===== config.mk =====
export PLATFORM = sky130hd
export DESIGN_NAME = bram_access_arbiter
export DESIGN_NICKNAME = d
export VERILOG_FILES = /design/src/rtl/bram_arb_pkg.sv /design/src/rtl/rr_arbiter.sv /design/src/rtl/bram_access_arbiter.sv
export SDC_FILE = /design/constraint.sdc
export NUM_CORES = 1
export LEC_CHECK = 0
export BUFFER_PORTS_ARGS = -buffer_cell sky130_fd_sc_hd__buf_2
export CORE_MARGIN = 4
export CORE_UTILIZATION = 31
export CTS_CLUSTER_SIZE = 24
export DETAILED_ROUTE_END_ITERATION = 12
export GPL_ROUTABILITY_DRIVEN = 0
export PLACE_DENSITY = 0.78
export SETUP_SLACK_MARGIN = 0.2
export SYNTH_ARGS = -nofsm -noshare
export SYNTH_HDL_FRONTEND = slang
export SYNTH_SLANG_ARGS = --single-unit

===== constraint.sdc =====
create_clock -name clock -period 1.3 [get_ports clock]
set_input_delay 0.195 -clock clock [delete_from_list [all_inputs] [get_ports clock]]
set_output_delay 0.195 -clock clock [all_outputs]
set_load 0.1 [all_outputs]

===== src/rtl/bram_arb_pkg.sv =====
// Shared types and sizing helpers for the block RAM access arbiter.
package bram_arb_pkg;

    typedef enum logic {
        IDLE  = 1'b0,
        CLEAR = 1'b1
    } state_t;

    localparam int unsigned MIN_PTR_W = 1;

    // Round-robin pointer width; a single requester still needs one bit.
    function automatic int unsigned ptr_width(input int unsigned n);
        return (n <= 1) ? MIN_PTR_W : $clog2(n);
    endfunction

endpackage


===== src/rtl/rr_arbiter.sv =====
// Round-robin arbiter: one-hot grant, search starts after the last granted requester.
module rr_arbiter
    import bram_arb_pkg::*;
#(
    parameter int unsigned N = 2
) (
    input  logic         clock,
    input  logic         reset_n,
    input  logic [N-1:0] req,
    input  logic         advance,
    output logic [N-1:0] grant
);

    localparam int unsigned PW = ptr_width(N);

    logic [PW-1:0] r_last;
    logic [PW-1:0] w_grant_idx;
    logic          w_found;

    // Upper half (above last winner) first, then wrap to the lower half.
    always_comb begin
        grant       = '0;
        w_grant_idx = r_last;
        w_found     = 1'b0;
        for (int unsigned i = 0; i < N; i++) begin
            if (!w_found && req[i] && (PW'(i) > r_last)) begin
                grant[i]    = 1'b1;
                w_grant_idx = PW'(i);
                w_found     = 1'b1;
            end
        end
        for (int unsigned i = 0; i < N; i++) begin
            if (!w_found && req[i] && (PW'(i) <= r_last)) begin
                grant[i]    = 1'b1;
                w_grant_idx = PW'(i);
                w_found     = 1'b1;
            end
        end
    end

    // Reset points at the last requester so requester 0 wins first.
    always_ff @(posedge clock) begin
        if (!reset_n) begin
            r_last <= PW'(N - 1);
        end else if (advance && w_found) begin
            r_last <= w_grant_idx;
        end
    end

endmodule


===== src/rtl/bram_access_arbiter.sv =====
// Shares one simple-dual-port read-first block RAM between NUM_REQ requesters,
// with round-robin read/write arbitration and a zero-fill clear sequencer.
module bram_access_arbiter
    import bram_arb_pkg::*;
#(
    parameter int unsigned DATA_WIDTH    = 16,
    parameter int unsigned ADDRESS_WIDTH = 11,
    parameter int unsigned NUM_REQ       = 2
) (
    input  logic                            clock,
    input  logic                            reset_n,
    input  logic [NUM_REQ-1:0]              rd_valid,
    input  logic [NUM_REQ*ADDRESS_WIDTH-1:0] rd_addr,
    output logic [NUM_REQ-1:0]              rd_ready,
    output logic [NUM_REQ-1:0]              rsp_valid,
    output logic [DATA_WIDTH-1:0]           rsp_data,
    input  logic [NUM_REQ-1:0]              wr_valid,
    input  logic [NUM_REQ*ADDRESS_WIDTH-1:0] wr_addr,
    input  logic [NUM_REQ*DATA_WIDTH-1:0]   wr_data,
    output logic [NUM_REQ-1:0]              wr_ready,
    input  logic                            clear_start,
    output logic                            clear_busy,
    output logic [ADDRESS_WIDTH-1:0]        mem_raddr,
    input  logic [DATA_WIDTH-1:0]           mem_dout,
    output logic                            mem_wen,
    output logic [ADDRESS_WIDTH-1:0]        mem_waddr,
    output logic [DATA_WIDTH-1:0]           mem_din
);

    localparam int unsigned DW = DATA_WIDTH;
    localparam int unsigned AW = ADDRESS_WIDTH;
    localparam int unsigned N  = NUM_REQ;

    state_t        r_state;
    state_t        w_state_next;
    logic [AW-1:0] r_clr_cnt;
    logic [AW-1:0] w_clr_cnt_next;
    logic [N-1:0]  r_rsp_valid;

    logic          w_arb_en;
    logic          w_clearing;
    logic [N-1:0]  w_rd_req;
    logic [N-1:0]  w_wr_req;
    logic [N-1:0]  w_rd_grant;
    logic [N-1:0]  w_wr_grant;
    logic [AW-1:0] w_wr_addr;
    logic [DW-1:0] w_wr_data;

    // Grants only in IDLE and never while reset is asserted.
    assign w_arb_en   = reset_n && (r_state == IDLE);
    assign w_clearing = reset_n && (r_state == CLEAR);
    assign w_rd_req   = rd_valid & {N{w_arb_en}};
    assign w_wr_req   = wr_valid & {N{w_arb_en}};

    rr_arbiter #(.N(N)) u_rd_arb (
        .clock   (clock),
        .reset_n (reset_n),
        .req     (w_rd_req),
        .advance (w_arb_en),
        .grant   (w_rd_grant)
    );

    rr_arbiter #(.N(N)) u_wr_arb (
        .clock   (clock),
        .reset_n (reset_n),
        .req     (w_wr_req),
        .advance (w_arb_en),
        .grant   (w_wr_grant)
    );

    assign rd_ready = w_rd_grant;
    assign wr_ready = w_wr_grant;

    // One-hot grant muxes; all-zero when nothing is granted.
    always_comb begin
        mem_raddr = '0;
        w_wr_addr = '0;
        w_wr_data = '0;
        for (int unsigned i = 0; i < N; i++) begin
            if (w_rd_grant[i]) mem_raddr = rd_addr[i*AW +: AW];
            if (w_wr_grant[i]) begin
                w_wr_addr = wr_addr[i*AW +: AW];
                w_wr_data = wr_data[i*DW +: DW];
            end
        end
    end

    assign mem_wen   = w_clearing || (|w_wr_grant);
    assign mem_waddr = w_clearing ? r_clr_cnt : w_wr_addr;
    assign mem_din   = w_clearing ? '0 : w_wr_data;

    // Clear sequencer: one word per cycle, leaves after the last address.
    always_comb begin
        w_state_next   = r_state;
        w_clr_cnt_next = r_clr_cnt;
        case (r_state)
            IDLE: begin
                if (clear_start) begin
                    w_state_next   = CLEAR;
                    w_clr_cnt_next = '0;
                end
            end
            CLEAR: begin
                w_clr_cnt_next = r_clr_cnt + AW'(1);
                if (r_clr_cnt == '1) w_state_next = IDLE;
            end
            default: w_state_next = IDLE;
        endcase
    end

    always_ff @(posedge clock) begin
        if (!reset_n) begin
            r_state     <= IDLE;
            r_clr_cnt   <= '0;
            r_rsp_valid <= '0;
        end else begin
            r_state     <= w_state_next;
            r_clr_cnt   <= w_clr_cnt_next;
            r_rsp_valid <= w_rd_grant;
        end
    end

    assign rsp_valid  = r_rsp_valid;
    assign rsp_data   = mem_dout;
    assign clear_busy = (r_state == CLEAR);

endmodule


==> results.json <==
{
  "grt_pass1_vias": 2275,
  "setup_tns_ns": -24.99,
  "htree_num_levels": 1,
  "grt_first_pass_wirelength_um": 12900,
  "ys_types": 35,
  "switching_share_pct": 45.7,
  "syn_inst": 171,
  "post_drt_via_cell_ratio": 6.09,
  "dp_hpwl_um": 5780,
  "start_kind": "flip-flop",
  "syn_to_final_growth_pct": 147,
  "wl_per_cell_um": 25.5,
  "netSwitchingPower_mw": 1.21,
  "hold_end": "rsp_valid[1]",
  "cts_sinks": 16,
  "seq_power_share_pct": 19.7,
  "grt_start_max_net_pins": 24,
  "clkPwrFrac_pct": 16.8,
  "finalWirelength_um": 9160,
  "core-area_um2": 4380,
  "min_path_cells": 2,
  "drt_iter0_drc": 218,
  "met2WireLength_um": 4760,
  "antenna_left": 0,
  "met1_length_um": 3180,
  "clockRootBuffer": "clkbuf_8",
  "numCtsBuffers": 3,
  "violations": "setup timing",
  "r2r_end": "r_clr_cnt[9]",
  "reg2reg_depth": 5,
  "crit_required_ns": 1.11,
  "die_x_um": 75.7,
  "syn_nets": 271,
  "placed_area_um2": 3230,
  "min-delay-start": "rd_valid[1]",
  "end_kind": "output port",
  "final_area_um2": 3500,
  "overflow": 0,
  "cts_tree": "yes",
  "finalHoldViolCount": 0,
  "fmax_mhz": 512,
  "worst_pin_slew_ns": 0.408,
  "antenna_found_initial": 0,
  "ys_seq_area_share_pct": 22.6,
  "fp-row-count": 24,
  "intPower_mw": 1.44,
  "cpPeakStageDelay_ns": 0.37,
  "ys_warn_count": 0,
  "ys_seq_elements": 16,
  "synth_area_um2": 1420,
  "io_buffers": 128,
  "setup_viol": 53,
  "p_leak_nw": 1.64,
  "die_area_um2": 5720,
  "cp.arrival_ns": 1.76,
  "clkLatencyLatePin_ns": 0.25,
  "crit_chain": "nand3b_1 > buf_4 > buf_6 > o2111ai_4 > a21oi_4 > buf_12",
  "ir_worst_vdd_mv": 0.367,
  "drc": 0,
  "initial_core_util_pct": 32.4,
  "avgSynthCellArea_um2": 8.30,
  "clkTransAtPathRegs_ns": 0.06,
  "outcome": "complete, but fails checks",
  "drive_gt1_share_pct": 75.6,
  "timing.final.ws_setup_ns": -0.652,
  "diodes": 0,
  "worstPathMaxFanout": 4,
  "power_density_nw_per_um2": 756,
  "layout.nets": 408,
  "finClkSkew_ns": 0.00107,
  "critPathLaunch": "clear_busy",
  "vias": 2187,
  "finalCritPeriodShare_pct": 150,
  "r2r_start": "clear_busy",
  "slowest_stage": "dfxtp_4",
  "drt_pre_antenna_iters": 6,
  "relSlewSlack_pct": 72.7,
  "power_mw": 2.65,
  "drv_cap": 0,
  "hold_class": "input pin to flip-flop",
  "rsz0062_at_grt": "yes",
  "drv_slew": 0,
  "die_y_um": 75.7,
  "comb_power_share_pct": 63.5,
  "cts.path.max_buffers": 2,
  "pin_count": 161,
  "wl_met3_um": 706,
  "top_layer": "met4",
  "grtUsageTotal_pct": 30.8,
  "criticalPathCategory": "flip-flop to output port",
  "period_needed_ns": 1.95,
  "reg2reg_setup_slack_ns": -0.28
}
[worst max-delay path, delay by kind of cell, from the launching register on]
family	cells	cell delay, ns
simple gates	1	0.27
flops	1	0.37
buf+inv	3	0.51
compound gates	2	0.36
[worst max-delay path by stage]
stage | endpoint | slack (ns) | cells past startpoint
4_1_cts | mem_din[12] | -0.58 | 6
3_3_place_gp | mem_din[12] | -0.22 | 6
2_1_floorplan | mem_din[3] | -0.45 | 3
5_1_grt | mem_din[4] | -0.71 | 6
6_report | mem_din[4] | -0.65 | 6
3_5_place_dp | mem_din[11] | -0.25 | 6
[final cells by class]
cell class | instances | area [um2]
Inverter | 6 | 22.5
Fill cell | 210 | 882
Sequential cell | 16 | 332
Clock buffer | 4 | 55.1
Tap cell | 52 | 65.1
Multi-Input combinational cell | 120 | 1390
Timing Repair Buffer | 161 | 1640
[cells by family after synthesis]
logic type / share of synthesized area, %
buffers and inverters: 17.2
multiplexers: 2.12
AND/OR/NAND/NOR: 23.5
AO/OA/AOI/OAI: 33.2
adder cells (fa/ha/maj): 0.882
flip-flops: 22.6
XOR/XNOR: 0.617
[cells in the final DEF, fill, tap and decap left out, types with 2 or more instances in the layout]
master,synthesis,final
buf_6,3,5
and3_1,15,13
nor2_1,6,4
nand3_2,0,2
buf_4,20,24
and3_4,1,5
nand2b_4,1,3
buf_2,6,82
nand2_1,5,5
nand3_1,7,4
a221o_2,0,2
nand4_1,4,4
dfxtp_2,0,3
o2111ai_4,0,2
o211ai_1,4,4
or3_1,4,4
clkbuf_8,0,4
inv_1,5,5
buf_8,0,2
nor4_4,0,2
dfxtp_4,0,2
a211oi_1,2,2
a21oi_1,10,8
mux2i_1,3,3
dfxtp_1,16,11
a21oi_4,0,3
buf_12,0,48
nor2_4,0,2
a22o_4,0,25
nand2b_1,4,2
a221o_4,0,9
[synthesized netlist by cell type (all sizes together)]
master | number | area [um2]
inv | 5 | 18.8
or2 | 1 | 6.26
a22o | 25 | 219
nand2b | 5 | 38.8
clkbuf | 2 | 7.51
nor3 | 1 | 5.00
and3b | 1 | 8.76
nor4 | 2 | 18.8
ha | 1 | 12.5
a211oi | 2 | 15.0
nor2 | 6 | 22.5
or3 | 4 | 25.0
buf | 29 | 214
nor2b | 1 | 8.76
a21oi | 11 | 58.8
o21ai | 2 | 10.0
mux2i | 3 | 30.0
nand2 | 5 | 18.8
nand3b | 1 | 7.51
nor3b | 1 | 7.51
dfxtp | 16 | 320
nand3 | 7 | 35.0
o2111ai | 2 | 17.5
and3 | 16 | 105
nand4 | 4 | 25.0
xor2 | 1 | 8.76
o211ai | 4 | 30.0
clkinv | 1 | 3.75
a221o | 12 | 120
[what timing repair did]
item / 4_1_cts / 5_1_grt
setup endpoints to repair: 58 / 57
pin swaps: 18 / 4
hold buffers: 0 / 0
setup buffers: 5 / 1
gates resized for setup: 27 / 5
cloned: 2 / 0
[stage by stage]
stage	hold slack (ns)	worst slack [ns]	utilization (%)	cells
4_1_cts	0.227	-0.582	79.0	358
6_report	0.224	-0.652	79.9	359
3_3_place_gp	0.391	-0.220	73.7	347
2_1_floorplan	0.334	-0.450	-	171
5_1_grt	0.218	-0.705	79.9	359
3_5_place_dp	0.391	-0.251	73.7	347
[flip-flops by register name (all words and copies together) (netlist names)]
signal / count
u_rd_arb.r_last: 1
clear_busy: 1
rsp_valid: 2
u_wr_arb.r_last: 1
r_clr_cnt: 11
[power by group through the flow]
stage | Sequential, mW | Combinational, mW | Clock [mW]
global placement | 0.526 | 1.54 | 0
floorplan | 0.565 | 1.18 | 0
finish | 0.521 | 1.68 | 0.445
detailed placement | 0.528 | 1.58 | 0
global route | 0.522 | 1.72 | 0.474
CTS | 0.519 | 1.65 | 0.449
[per-layer routing]
metal | up-vias | track usage (%)
met1 | 1052 | 32.0
met5 | - | 0
met4 | 0 | 19.8
met2 | 166 | 56.6
li1 | 927 | -
met3 | 42 | 5.41
No activity file was read; power rests on OpenSTA's default activity.
